--- config.mk ---
export PLATFORM = sky130hd
export DESIGN_NAME = ahb_burst_master
export DESIGN_NICKNAME = d
export VERILOG_FILES = /design/src/rtl/ahb_burst_master.sv
export SDC_FILE = /design/constraint.sdc
export NUM_CORES = 1
export LEC_CHECK = 0
export BUFFER_PORTS_ARGS = -buffer_cell sky130_fd_sc_hd__buf_2
export CELL_PAD_IN_SITES_DETAIL_PLACEMENT = 0
export CELL_PAD_IN_SITES_GLOBAL_PLACEMENT = 1
export CORE_AREA = 2 2 149 151
export CTS_BUF_LIST = sky130_fd_sc_hd__clkbuf_8
export DETAILED_ROUTE_END_ITERATION = 10
export DIE_AREA = 0 0 151 153
export PLACE_DENSITY_LB_ADDON = 0.1
export SYNTH_ARGS = -nofsm -noshare
export SYNTH_HDL_FRONTEND = slang
export SYNTH_SLANG_ARGS = --single-unit
--- constraint.sdc ---
create_clock -name CLOCK -period 2.6 [get_ports CLOCK]
set_input_delay 0.13 -clock CLOCK [delete_from_list [all_inputs] [get_ports CLOCK]]
set_output_delay 0.13 -clock CLOCK [all_outputs]
set_load 0.01 [all_outputs]
--- src/rtl/ahb_burst_master.sv ---
// AHB-Lite burst master: pipelined SINGLE/INCR bursts with write-underrun
// BUSY cycles, 1 KB re-NONSEQ and two-cycle ERROR termination.
module ahb_burst_master #(
  parameter int ADDR_WIDTH = 32,
  parameter int DATA_WIDTH = 32,
  parameter int MAX_BURST  = 16,
  localparam int LW = $clog2(MAX_BURST)
) (
  input  logic                  CLOCK,
  input  logic                  HRESETn,
  input  logic                  REQ_VALID,
  output logic                  REQ_READY,
  input  logic [ADDR_WIDTH-1:0] REQ_ADDR,
  input  logic                  REQ_WRITE,
  input  logic [LW-1:0]         REQ_LEN,
  input  logic [DATA_WIDTH-1:0] WDATA,
  input  logic                  WDATA_VALID,
  output logic                  WDATA_READY,
  output logic [DATA_WIDTH-1:0] RDATA,
  output logic                  RDATA_VALID,
  output logic                  DONE,
  output logic                  ERR,
  output logic [ADDR_WIDTH-1:0] HADDR,
  output logic [1:0]            HTRANS,
  output logic                  HWRITE,
  output logic [2:0]            HSIZE,
  output logic [2:0]            HBURST,
  output logic [DATA_WIDTH-1:0] HWDATA,
  input  logic [DATA_WIDTH-1:0] HRDATA,
  input  logic                  HREADY,
  input  logic                  HRESP
);

  localparam logic [1:0] T_IDLE = 2'b00;
  localparam logic [1:0] T_BUSY = 2'b01;
  localparam logic [1:0] T_NSEQ = 2'b10;
  localparam logic [1:0] T_SEQ  = 2'b11;
  localparam logic [2:0] SIZE = 3'($clog2(DATA_WIDTH / 8));
  localparam logic [ADDR_WIDTH-1:0] INC = ADDR_WIDTH'(DATA_WIDTH / 8);

  typedef enum logic [1:0] {S_IDLE, S_ADDR, S_LAST, S_ERR1} state_t;

  state_t                state_q, state_d;
  logic [ADDR_WIDTH-1:0] haddr_q, haddr_d, anx_q, anx_d;
  logic [1:0]            htrans_q, htrans_d;
  logic                  hwrite_q, hwrite_d;
  logic [2:0]            hburst_q, hburst_d;
  logic [DATA_WIDTH-1:0] hwdata_q, hwdata_d, pipe_q, pipe_d;
  logic [DATA_WIDTH-1:0] rdata_q, rdata_d, stg_q, stg_d;
  logic                  rv_q, rv_d, done_q, done_d, err_q, err_d;
  logic [LW-1:0]         len_q, len_d;
  logic [LW:0]           nb_q, nb_d;
  logic                  dpv_q, dpv_d, dpw_q, dpw_d;
  logic                  full_q, full_d;
  logic                  take, flush, more, fault, wready;

  always_comb begin
    state_d  = state_q;
    haddr_d  = haddr_q;
    anx_d    = anx_q;
    htrans_d = htrans_q;
    hwrite_d = hwrite_q;
    hburst_d = hburst_q;
    hwdata_d = hwdata_q;
    pipe_d   = pipe_q;
    rdata_d  = rdata_q;
    stg_d    = stg_q;
    rv_d     = 1'b0;
    done_d   = 1'b0;
    err_d    = 1'b0;
    len_d    = len_q;
    nb_d     = nb_q;
    dpv_d    = dpv_q;
    dpw_d    = dpw_q;
    full_d   = full_q;
    take     = 1'b0;
    flush    = 1'b0;
    wready   = 1'b0;
    more     = nb_q <= {1'b0, len_q};
    fault    = dpv_q && HRESP;
    unique case (state_q)
      S_IDLE: begin
        if (REQ_VALID && !done_q) begin
          state_d  = S_ADDR;
          anx_d    = REQ_ADDR;
          len_d    = REQ_LEN;
          nb_d     = '0;
          hwrite_d = REQ_WRITE;
          hburst_d = (REQ_LEN == '0) ? 3'b000 : 3'b001;
        end
      end
      S_ADDR, S_LAST: begin
        if (fault) begin
          htrans_d = T_IDLE;
          dpv_d    = 1'b0;
          if (HREADY) begin
            state_d = S_IDLE;
            done_d  = 1'b1;
            err_d   = 1'b1;
            flush   = 1'b1;
          end else begin
            state_d = S_ERR1;
          end
        end else if (HREADY) begin
          dpv_d = htrans_q[1];
          dpw_d = hwrite_q;
          if (htrans_q[1] && hwrite_q) hwdata_d = pipe_q;
          if (dpv_q && !dpw_q) begin
            rdata_d = HRDATA;
            rv_d    = 1'b1;
          end
          if (state_q == S_LAST) begin
            state_d = S_IDLE;
            done_d  = 1'b1;
          end else if (!more) begin
            htrans_d = T_IDLE;
            state_d  = S_LAST;
          end else if (hwrite_q && !full_q) begin
            // underrun: park on the next address until data arrives
            htrans_d = (nb_q == '0) ? T_IDLE : T_BUSY;
            if (nb_q != '0) haddr_d = anx_q;
          end else begin
            take     = hwrite_q;
            pipe_d   = stg_q;
            htrans_d = (nb_q == '0 || anx_q[9:0] == '0) ? T_NSEQ : T_SEQ;
            haddr_d  = anx_q;
            anx_d    = anx_q + INC;
            nb_d     = nb_q + (LW+1)'(1);
          end
        end
      end
      S_ERR1: begin
        if (HREADY) begin
          state_d = S_IDLE;
          done_d  = 1'b1;
          err_d   = 1'b1;
          flush   = 1'b1;
        end
      end
    endcase
    wready = !full_q || take;
    if (take) full_d = 1'b0;
    if (WDATA_VALID && wready) begin
      full_d = 1'b1;
      stg_d  = WDATA;
    end
    if (flush) full_d = 1'b0;
  end

  always_ff @(posedge CLOCK or negedge HRESETn) begin
    if (!HRESETn) begin
      state_q  <= S_IDLE;
      haddr_q  <= '0;
      anx_q    <= '0;
      htrans_q <= T_IDLE;
      hwrite_q <= 1'b0;
      hburst_q <= '0;
      hwdata_q <= '0;
      pipe_q   <= '0;
      rdata_q  <= '0;
      stg_q    <= '0;
      rv_q     <= 1'b0;
      done_q   <= 1'b0;
      err_q    <= 1'b0;
      len_q    <= '0;
      nb_q     <= '0;
      dpv_q    <= 1'b0;
      dpw_q    <= 1'b0;
      full_q   <= 1'b0;
    end else begin
      state_q  <= state_d;
      haddr_q  <= haddr_d;
      anx_q    <= anx_d;
      htrans_q <= htrans_d;
      hwrite_q <= hwrite_d;
      hburst_q <= hburst_d;
      hwdata_q <= hwdata_d;
      pipe_q   <= pipe_d;
      rdata_q  <= rdata_d;
      stg_q    <= stg_d;
      rv_q     <= rv_d;
      done_q   <= done_d;
      err_q    <= err_d;
      len_q    <= len_d;
      nb_q     <= nb_d;
      dpv_q    <= dpv_d;
      dpw_q    <= dpw_d;
      full_q   <= full_d;
    end
  end

  assign REQ_READY   = (state_q == S_IDLE) && !done_q;
  assign WDATA_READY = wready;
  assign RDATA       = rdata_q;
  assign RDATA_VALID = rv_q;
  assign DONE        = done_q;
  assign ERR         = err_q;
  assign HADDR       = haddr_q;
  assign HTRANS      = htrans_q;
  assign HWRITE      = hwrite_q;
  assign HSIZE       = SIZE;
  assign HBURST      = hburst_q;
  assign HWDATA      = hwdata_q;

endmodule

=== Yosys cells after proc, flatten, opt, wreduce, memory -nomap -nowiden ===
Index checks and enable logic that the tools add are counted.
Widths: inputs -> output; s select.

* Bits in registers: 215

* Add/sub/neg operators: 2
* $lt $le $gt $ge: 1
* Eq/ne operators: 14
* Mux-type cells: 54
* Bitwise logic cells: 3
* Reduce and logical (&&, ||, !) cells: 31

{| class="wikitable"
|+ Operators by type and width
! operator !! count
|-
| $mux 32 || 8
|-
| $pmux 32 s2 || 1
|-
| $add 32x3->32 const B || 1
|-
| $mux 5 || 6
|-
| $mux 2 || 12
|-
| $mux 1 || 23
|-
| $ne 2x2->1 const B || 8
|-
| $reduce_and 4->1 || 3
|-
| $reduce_and 6->1 || 2
|-
| $logic_not 10->1 || 1
|-
| $pmux 5 s2 || 1
|-
| $logic_and 1x1->1 || 7
|-
| $reduce_and 7->1 || 1
|-
| $pmux 2 s3 || 1
|-
| $reduce_and 3->1 || 2
|-
| $add 5x1->5 const B || 1
|-
| $le 5x4->1 || 1
|-
| $logic_not 5->1 || 1
|-
| $reduce_bool 5->1 || 1
|-
| $eq 2x2->1 const B || 2
|-
| $logic_not 4->1 || 1
|-
| $ne 4x4->1 const B || 1
|-
| $pmux 1 s2 || 2
|-
| $reduce_and 2->1 || 2
|-
| other kinds (10) || 16
|}

=== Logic depth before layout (Yosys ltp) ===
Gate-level depths: netlist of the first run.

* Depth after elaboration: 12
* Depth in mapped cells: 9

=== Least setup slack after synthesis of the first run ===
OpenSTA, ideal clock, no wires.

* Path type: reg-to-reg
* Start point: reg nb_q[3]
* End point: reg anx_q[10]
* Setup time: 0.126 ns
* Data arrival time: 2.211 ns
* Slack: 0.263 ns
* Stages on the path, launching flop included: 8
* Path buffers: 1
* Path through: dfrtp_1 -> ha_1 -> and4b_4 -> a2111oi_2 -> or3_1 -> buf_6 -> nand2_4 -> a221o_1

* Word-level cells in the longest chain between the ends: 3

{| class="wikitable"
|+ Ends and longest elaborated chain
! what !! line !! text
|-
| from (decl) || 52 || <nowiki>logic [LW:0] nb_q, nb_d;</nowiki>
|-
| from (signal assigned) || 185 || <nowiki>nb_q <= nb_d;</nowiki>
|-
| $le 5x4->1 || 79 || <nowiki>more = nb_q <= {1'b0, len_q};</nowiki>
|-
| $ne 2x2->1 (no source line) || - ||
|-
| $reduce_and 7->1 (no source line) || - ||
|-
| to (signal assigned) || 173 || <nowiki>anx_q <= anx_d;</nowiki>
|-
| to (decl) || 44 || <nowiki>logic [ADDR_WIDTH-1:0] haddr_q, haddr_d, anx_q, anx_d;</nowiki>
|}

Every way passes these cells.
A chain may end at the register's enable or synchronous reset.

=== Worst setup path in the final report of the first run ===
* Start point: reg state_q[0]
* End point: out WDATA_READY

* Word-level cells in the longest chain between the ends: 6
* Elaborated cells on any way between the ends: 8
* Those cells by class: 2 x eq/ne; 4 x mux; 2 x reduce/logical

{| class="wikitable"
|+ Ends and longest elaborated chain
! what !! line !! text
|-
| from (decl) || 43 || <nowiki>state_t state_q, state_d;</nowiki>
|-
| from (signal assigned) || 171 || <nowiki>state_q <= state_d;</nowiki>
|-
| $eq 2x2->1 || 81, 112 ||
|-
| $mux 1 || 112 || <nowiki>if (state_q == S_LAST) begin</nowiki>
|-
| $mux 1 || 104 || <nowiki>end else if (HREADY) begin</nowiki>
|-
| $mux 1 || 93 || <nowiki>if (fault) begin</nowiki>
|-
| $mux 1 * || 81 || <nowiki>unique case (state_q)</nowiki>
|-
| $logic_or 1x1->1 * || 141 || <nowiki>wready = !full_q || take;</nowiki>
|-
| to (decl) || 18 || <nowiki>output logic WDATA_READY,</nowiki>
|}

Every way passes the cells marked *; elsewhere a longest branch is shown, timed or not.

==> results of run 1 <==
per-stage QoR:
| stage | area (sq um) | total power, mW |
|---|---|---|
| floorplan | 9550 | 10.0 |
| global placement | 11100 | 12.5 |
| detailed placement | 11100 | 12.7 |
| CTS | 12900 | 15.9 |
| global route | 12900 | 16.9 |
| finish | 12900 | 15.8 |
Yosys cell counts (2+ instances only):
cell | count | share of area, %
nand3_1 | 18 | 0.94
and3_1 | 6 | 0.39
nand2_1 | 29 | 1.1
a2111oi_0 | 3 | 0.28
and4_1 | 4 | 0.37
mux2_4 | 15 | 2.4
o2111ai_1 | 3 | 0.28
o31ai_1 | 3 | 0.24
o311ai_1 | 3 | 0.28
clkbuf_1 | 15 | 0.59
a211o_1 | 3 | 0.28
nor2_1 | 27 | 1.1
o221a_2 | 3 | 0.35
nor3_1 | 13 | 0.68
a22o_1 | 2 | 0.18
o21ai_0 | 20 | 1.0
buf_6 | 7 | 0.83
a31oi_1 | 7 | 0.46
a32o_1 | 5 | 0.52
or3_1 | 3 | 0.20
mux2i_1 | 5 | 0.52
inv_1 | 21 | 0.83
dfrtp_1 | 213 | 56
o21ai_2 | 3 | 0.28
nand4_1 | 13 | 0.85
mux2_2 | 76 | 9.0
o22ai_1 | 2 | 0.13
o32ai_1 | 2 | 0.18
a311oi_1 | 6 | 0.55
conb_1 | 2 | 0.079
a211oi_1 | 6 | 0.47
nand2b_1 | 7 | 0.46
a21o_1 | 3 | 0.24
nor4_1 | 12 | 0.79
nor3_2 | 4 | 0.42
buf_4 | 9 | 0.71
o41ai_1 | 3 | 0.28
mux2_1 | 76 | 9.0
o32a_1 | 3 | 0.31
a21oi_1 | 14 | 0.73
buf_2 | 8 | 0.42
ha_1 | 13 | 1.7
nor2b_1 | 3 | 0.20
o211a_1 | 2 | 0.21
a221o_1 | 3 | 0.31
cell type report:
cell class	count	area [sq um]
clock buffers	46	633
clock inverters	18	87.6
fillers	1769	8540
inverters	22	82.6
multi-input cells	456	3940
flip-flops and latches	213	5330
well taps	280	350
repair buffers	358	2520
sequential cells by signal (all words and copies together), names as in the netlist, 2 cells and up:
register	count
HWDATA	32
len_q	4
state_q	2
HTRANS	2
pipe_q	32
nb_q	5
anx_q	32
HADDR	32
RDATA	32
stg_q	32
power by group through the flow:
stage                     clock, mW  sequential [mW]  combinational, mW
final                          2.93             5.94               6.95
after global routing           3.21             6.15               7.58
after CTS                      3.04             5.94               6.92
after detailed placement          0             5.99               6.72
after global placement            0             5.91               6.55
after floorplan                   0             6.00               4.03
kinds of logic after synthesis:
group / after synthesis
AOI/OAI and AO/OA: 113
and+or+nand+nor: 153
adders and majority gates: 13
DFF: 213
muxes: 172
buffers and inverters: 62
other: 2
worst paths after layout:
check / from / end / slack, ns
hold reg to reg: pipe_q[23]$_DFFE_PN0P_ / pipe_q[23]$_DFFE_PN0P_ / 0.48
max in group asynchronous: HRESETn / HADDR[11]$_DFFE_PN0P_ / 1.61
min in group asynchronous: HRESETn / HWDATA[29]$_DFFE_PN0P_ / 0.25
hold / removal: REQ_ADDR[12] / anx_q[12]$_DFFE_PN0P_ / 0.04
setup / recovery: state_q[0]$_DFFE_PN0P_ / WDATA_READY / 0.11
setup reg to reg: state_q[0]$_DFFE_PN0P_ / pipe_q[27]$_DFFE_PN0P_ / 0.14
what timing repair did:
action	4_1_cts	5_1_grt
hold buffers	103	0
gates resized for setup	3	6
hold endpoints to repair	188	0
endpoints found under the setup margin	1	7
pin swaps	0	2
buffers inserted	1	2
per-layer routing:
metal  vias to the layer above  share of wire [%]
met5                         -                  0
li1                       3418                  -
met1                      3659                 45
met4                         0                2.6
met3                        50                5.2
met2                       239                 47
critical path: stages (launching register included):
cell and delay (ns):
dfrtp_1 0.38, inv_2 0.07, ha_2 0.18, or3_4 0.39, a211oi_4 0.26, buf_6 0.14
o21a_4 0.12, nand2_1 0.06, nand2_2 0.12, buf_6 0.11
==> impl_metrics.json, run 1 <==
{
  "required_ns": 2.47,
  "grt_max_degree": 88,
  "relSlewSlack_pct": 53.1,
  "io_buffers": 211,
  "seq_area_frac_synth_pct": 55.9,
  "grt-ovfl-total": 0,
  "initial_core_util_pct": 44.4,
  "worstRegToRegCells": 10,
  "drc": 0,
  "cts_tree": "yes",
  "final_common_cell": "dfrtp_1",
  "min_path_type": "input port to flop",
  "nets": 1208,
  "status": "finished, final reports clean",
  "worst-path-max-fanout": 4,
  "ir_worst_vdd_uv": 571,
  "switching_share_pct": 37.3,
  "gp_congestion": 0.854,
  "async_reset_ff_share_pct": 100,
  "hold_path_depth": 3,
  "dr_total_vias": 7366,
  "tightest_slew_ns": 0.704,
  "synth_cells": 728,
  "crit_arrival_ns": 2.36,
  "synth_edf_count": 0,
  "wl_per_cell_um": 18.2,
  "core_sq_mm": 0.0215,
  "slew_viol_final": 0,
  "firstDrtPassIters": 5,
  "p_int_mw": 9.92,
  "place_inst": 1223,
  "crit_path_end_kind": "output pin",
  "antennaDiodeCount": 0,
  "synth_cell_types": 75,
  "worst_slack_ns": 0.111,
  "drive_gt1_share_pct": 38.3,
  "instances_no_fill": 1393,
  "power.leakage_nw": 6.11,
  "clkSinkCount": 213,
  "critical_path_class": "flop to output pin",
  "yosysWarningCount": 0,
  "preCtsSetupSlack_ns": 0.0876,
  "worstSetupStartpointType": "flop",
  "dp_hpwl_um": 17900,
  "synth_fa_ha_area_share_pct": 1.71,
  "power_frac_clock_pct": 18.5,
  "p_switching_mw": 5.90,
  "clk_pin_slew_worst_paths_ns": 0.07,
  "grt-busiest-layer": "met2",
  "clock_skew_ns": 0.0230,
  "fmax_ghz": 0.402,
  "numCtsBuffers": 37,
  "use_met3_pct": 3.94,
  "ios": 217,
  "detail-route-antenna-nets": 0,
  "die_w_um": 151,
  "setup-tns-final_ns": 0,
  "final_util_pct": 60.2,
  "antenna_found_initial": 0,
  "finalHoldViolCount": 0,
  "clk_latency_ns": 0.53,
  "clockBufferDepth": 3,
  "seqPwrFrac_pct": 37.5,
  "grt_pass1_vias": 7811,
  "synthMuxAreaShare_pct": 20.8,
  "synth_top_family_by_area": "multiplexers",
  "routed_wl_um": 25300,
  "yosys.area_share.simple_pct": 8.94,
  "syn_to_final_growth_pct": 35.7,
  "core.rowCount": 54,
  "cellPowerDensity_mw_per_mm2": 1220,
  "htreeDepth": 2,
  "die_area_sq_mm": 0.0231,
  "met2_usage_pct": 34.9,
  "setup_viol": 0,
  "period_minus_slack_ns": 2.49,
  "combPwrFrac_pct": 44.0,
  "syn_area_sq_mm": 0.00954,
  "synth_ff_type": "dfrtp_1",
  "finalCritPeriodShare_pct": 95.7,
  "synth_seq_cells": 213,
  "use_met1_pct": 30.5,
  "fp.dieH_um": 153,
  "drv_cap": 0,
  "cts_root_buf": "clkbuf_8",
  "via_per_inst": 5.29,
  "track_usage_pct": 22.1,
  "synth_compound_gate_area_share_pct": 9.08,
  "first_iter_violations": 354,
  "whs_ns": 0.0417,
  "grt_pass1_wl_um": 40600,
  "mostFrequentLayoutCells": "dfrtp_1 (213), buf_2 (209), dlygate4sd3_1 (103), mux2_2 (76), mux2_1 (76)",
  "syn_area_per_cell_sq_um": 13.1,
  "synth_xor_area_share_pct": 0
}
Power figures use the tool's default switching activity.
==> inputs of run 2 (changes only) <==
==> config.mk (replaced) <==
export PLATFORM = sky130hd
export DESIGN_NAME = ahb_burst_master
export DESIGN_NICKNAME = d
export VERILOG_FILES = /design/src/rtl/ahb_burst_master.sv
export SDC_FILE = /design/constraint.sdc
export NUM_CORES = 1
export LEC_CHECK = 0
export CELL_PAD_IN_SITES_DETAIL_PLACEMENT = 0
export CELL_PAD_IN_SITES_GLOBAL_PLACEMENT = 1
export CORE_AREA = 2 2 138 140
export CTS_BUF_LIST = sky130_fd_sc_hd__clkbuf_8
export DETAILED_ROUTE_END_ITERATION = 10
export DIE_AREA = 0 0 140 142
export DONT_BUFFER_PORTS = 1
export GPL_TIMING_DRIVEN = 0
export PLACE_DENSITY_LB_ADDON = 0.1
export SYNTH_ARGS = -nofsm -noshare
export SYNTH_HDL_FRONTEND = slang
export SYNTH_SLANG_ARGS = --single-unit
==> run 2 against run 1 <==
Effect of this change:
- the run now ends with design-rule violations, negative hold slack left
- critical path depth unchanged
- critical endpoint is now pipe_q[3]$_DFFE_PN0P_
- largest power group is now registers
- total power shrank 4.2%
- sequential cell count unchanged
- highest routed layer unchanged
- utilization increased by 3.9 points
- via count fell by 9.6%
- clock skew is 0.0026 ns lower
- sequential power rose by 8.6%
- clock power hardly changed
- register-to-register slack got worse by 0.096 ns
- worst hold slack worse by 0.74 ns
- design area down 8.5%
- count of clock-buffer cells in the layout shrank 1
==> impl_metrics.json, run 2 (synthesis gave the netlist of run 1 again) <==
{
  "grt-ovfl-total": 0,
  "p_int_mw": 9.28,
  "drive_gt1_share_pct": 24.7,
  "fp.dieH_um": 142,
  "mostFrequentLayoutCells": "dfrtp_1 (212), dlygate4sd3_1 (104), mux2_2 (76), mux2_1 (76), clkbuf_8 (45)",
  "p_switching_mw": 5.87,
  "cts_tree": "yes",
  "violations": "design-rule violations, negative hold slack",
  "first_iter_violations": 440,
  "grt_pass1_vias": 7089,
  "placed_area_sq_mm": 0.00984,
  "core_sq_mm": 0.0185,
  "relSlewSlack_pct": 59.3,
  "clock_skew_ns": 0.0204,
  "syn_to_final_growth_pct": 24.2,
  "min_path_type": "input port to async pin",
  "cpPeakStageDelay_ns": 0.49,
  "critPathSlowestCell": "dfrtp_1",
  "critical_path_class": "flop to flop",
  "clkSinkCount": 213,
  "ir_worst_vdd_uv": 576,
  "crit_arrival_ns": 2.96,
  "io_buffers": 0,
  "nets": 998,
  "ios": 217,
  "whs_ns": -0.695,
  "gp_congestion": 0.897,
  "met2_usage_pct": 41.6,
  "period_minus_slack_ns": 2.56,
  "grt_max_degree": 214,
  "dr_total_vias": 6660,
  "use_met1_pct": 32.2,
  "power_frac_clock_pct": 19.1,
  "final_common_cell": "dfrtp_1",
  "drv_cap": 0,
  "worstSetupStartpointType": "flop",
  "fmax_ghz": 0.391,
  "cts_root_buf": "clkbuf_8",
  "grt-busiest-layer": "met2",
  "setup_viol": 0,
  "seqPwrFrac_pct": 42.5,
  "clk_pin_slew_worst_paths_ns": 0.06,
  "die_area_sq_mm": 0.0199,
  "finalHoldViolCount": 213,
  "combPwrFrac_pct": 38.3,
  "rsz0062_at_grt": "true",
  "grt_pass1_wl_um": 38800,
  "firstDrtPassIters": 9,
  "detail-route-antenna-nets": 0,
  "crit_path_end_kind": "flop",
  "wl_per_cell_um": 21.6,
  "worstRegToRegCells": 9,
  "power.leakage_nw": 5.20,
  "status": "complete, but fails checks",
  "via_per_inst": 5.84,
  "drc": 12,
  "final_area_sq_mm": 0.0118,
  "initial_core_util_pct": 51.7,
  "slew_viol_final": 0,
  "worst-path-max-fanout": 10,
  "required_ns": 3.00,
  "path_cells": "ha_4 -> a21o_4 -> a211oi_4 -> buf_4 -> o21ai_4 -> nor2_4 -> buf_12 -> buf_6 -> mux2_1",
  "numCtsBuffers": 36,
  "clockBufferDepth": 3,
  "dp_hpwl_um": 16400,
  "antenna_found_initial": 2,
  "holdBufCountCts": 104,
  "routed_wl_um": 24700,
  "htreeDepth": 2,
  "finalCritPeriodShare_pct": 98.3,
  "die_w_um": 140,
  "tightest_slew_ns": 0.610,
  "cellPowerDensity_mw_per_mm2": 1280,
  "track_usage_pct": 24.9,
  "core.rowCount": 50,
  "use_met3_pct": 5.99,
  "clk_latency_ns": 0.51,
  "switching_share_pct": 38.8
}
[run 2: cell types whose count changed in the layout (fill, tap and decap cells not counted), moves of 3 or more]
cell / delta
buf_12: -6
buf_2: -204
buf_4: -21
buf_6: +5
clkbuf_1: +7
clkbuf_2: +7
clkinv_2: +4
ha_1: -3
ha_4: +3
[run 2: power groups by stage]
stage               Sequential (mW)  Combinational, mW  Clock (mW)
finish                         6.45               5.81        2.90
global route                   6.65               6.29        3.14
CTS                            6.44               5.61        2.96
detailed placement             6.49               5.13           0
global placement               6.39               4.95           0
floorplan                      6.00               4.03           0
[run 2: path summary, 6_finish.rpt]
check	start	end	slack, ns
min reg2reg	pipe_q[14]$_DFFE_PN0P_	pipe_q[14]$_DFFE_PN0P_	0.48
min in group CLOCK	HREADY	dpv_q$_DFFE_PN0P_	0.05
max reg2reg	nb_q[2]$_DFFE_PN0P_	pipe_q[3]$_DFFE_PN0P_	0.04
max in group asynchronous	HRESETn	HADDR[13]$_DFFE_PN0P_	2.88
max	nb_q[2]$_DFFE_PN0P_	pipe_q[3]$_DFFE_PN0P_	0.04
min	HRESETn	HWDATA[3]$_DFFE_PN0P_	-0.70
[run 2: per-stage QoR]
step	instances	worst slack (ns)	power, mW	TNS (ns)	utilization [%]
2_1_floorplan	731	0.263	10.0	0	-
3_3_place_gp	965	-0.334	11.3	-10.08	53.3
3_5_place_dp	965	-0.465	11.6	-20.38	53.3
4_1_cts	1138	-0.00215	15.0	-0.00215	63.7
5_1_grt	1140	-0.0869	16.1	-3.23	64.2
6_report	1140	0.0435	15.2	0	64.2
[run 2: area by class of cell]
type	count	area, sq um
flip-flops and latches	213	5330
inverters	22	83.8
plain buffers	38	270
diodes	2	5.00
repair buffers	111	1130
multi-input cells	456	4020
clock inverters	19	83.8
clock buffers	45	619
well taps	234	293
fillers	1452	6610
[run 2: per-layer routing]
metal | vias to the layer above | part of all wire (%) | routed length (um)
li1 | 3006 | - | -
met1 | 3315 | 40 | 9940
met2 | 273 | 49 | 12100
met3 | 66 | 7.8 | 1930
met4 | 0 | 2.7 | 666
met5 | - | 0 | 0
[run 2: critical path, delay by kind of cell, from the launching register on]
kind | cells | cell delay, ns
adders and majority gates | 1 | 0.26
buffers and inverters | 3 | 0.47
DFF | 1 | 0.49
AOI/OAI and AO/OA | 3 | 0.66
muxes | 1 | 0.34
and+or+nand+nor | 1 | 0.21
[run 2: timing repair]
| action | CTS | global route |
|---|---|---|
| buffers inserted | 6 | 0 |
| cloned | 1 | 0 |
| endpoints found under the hold margin | 321 | 213 |
| pin swaps | 2 | 3 |
| setup endpoints to repair | 181 | 154 |
| resized for setup | 25 | 18 |
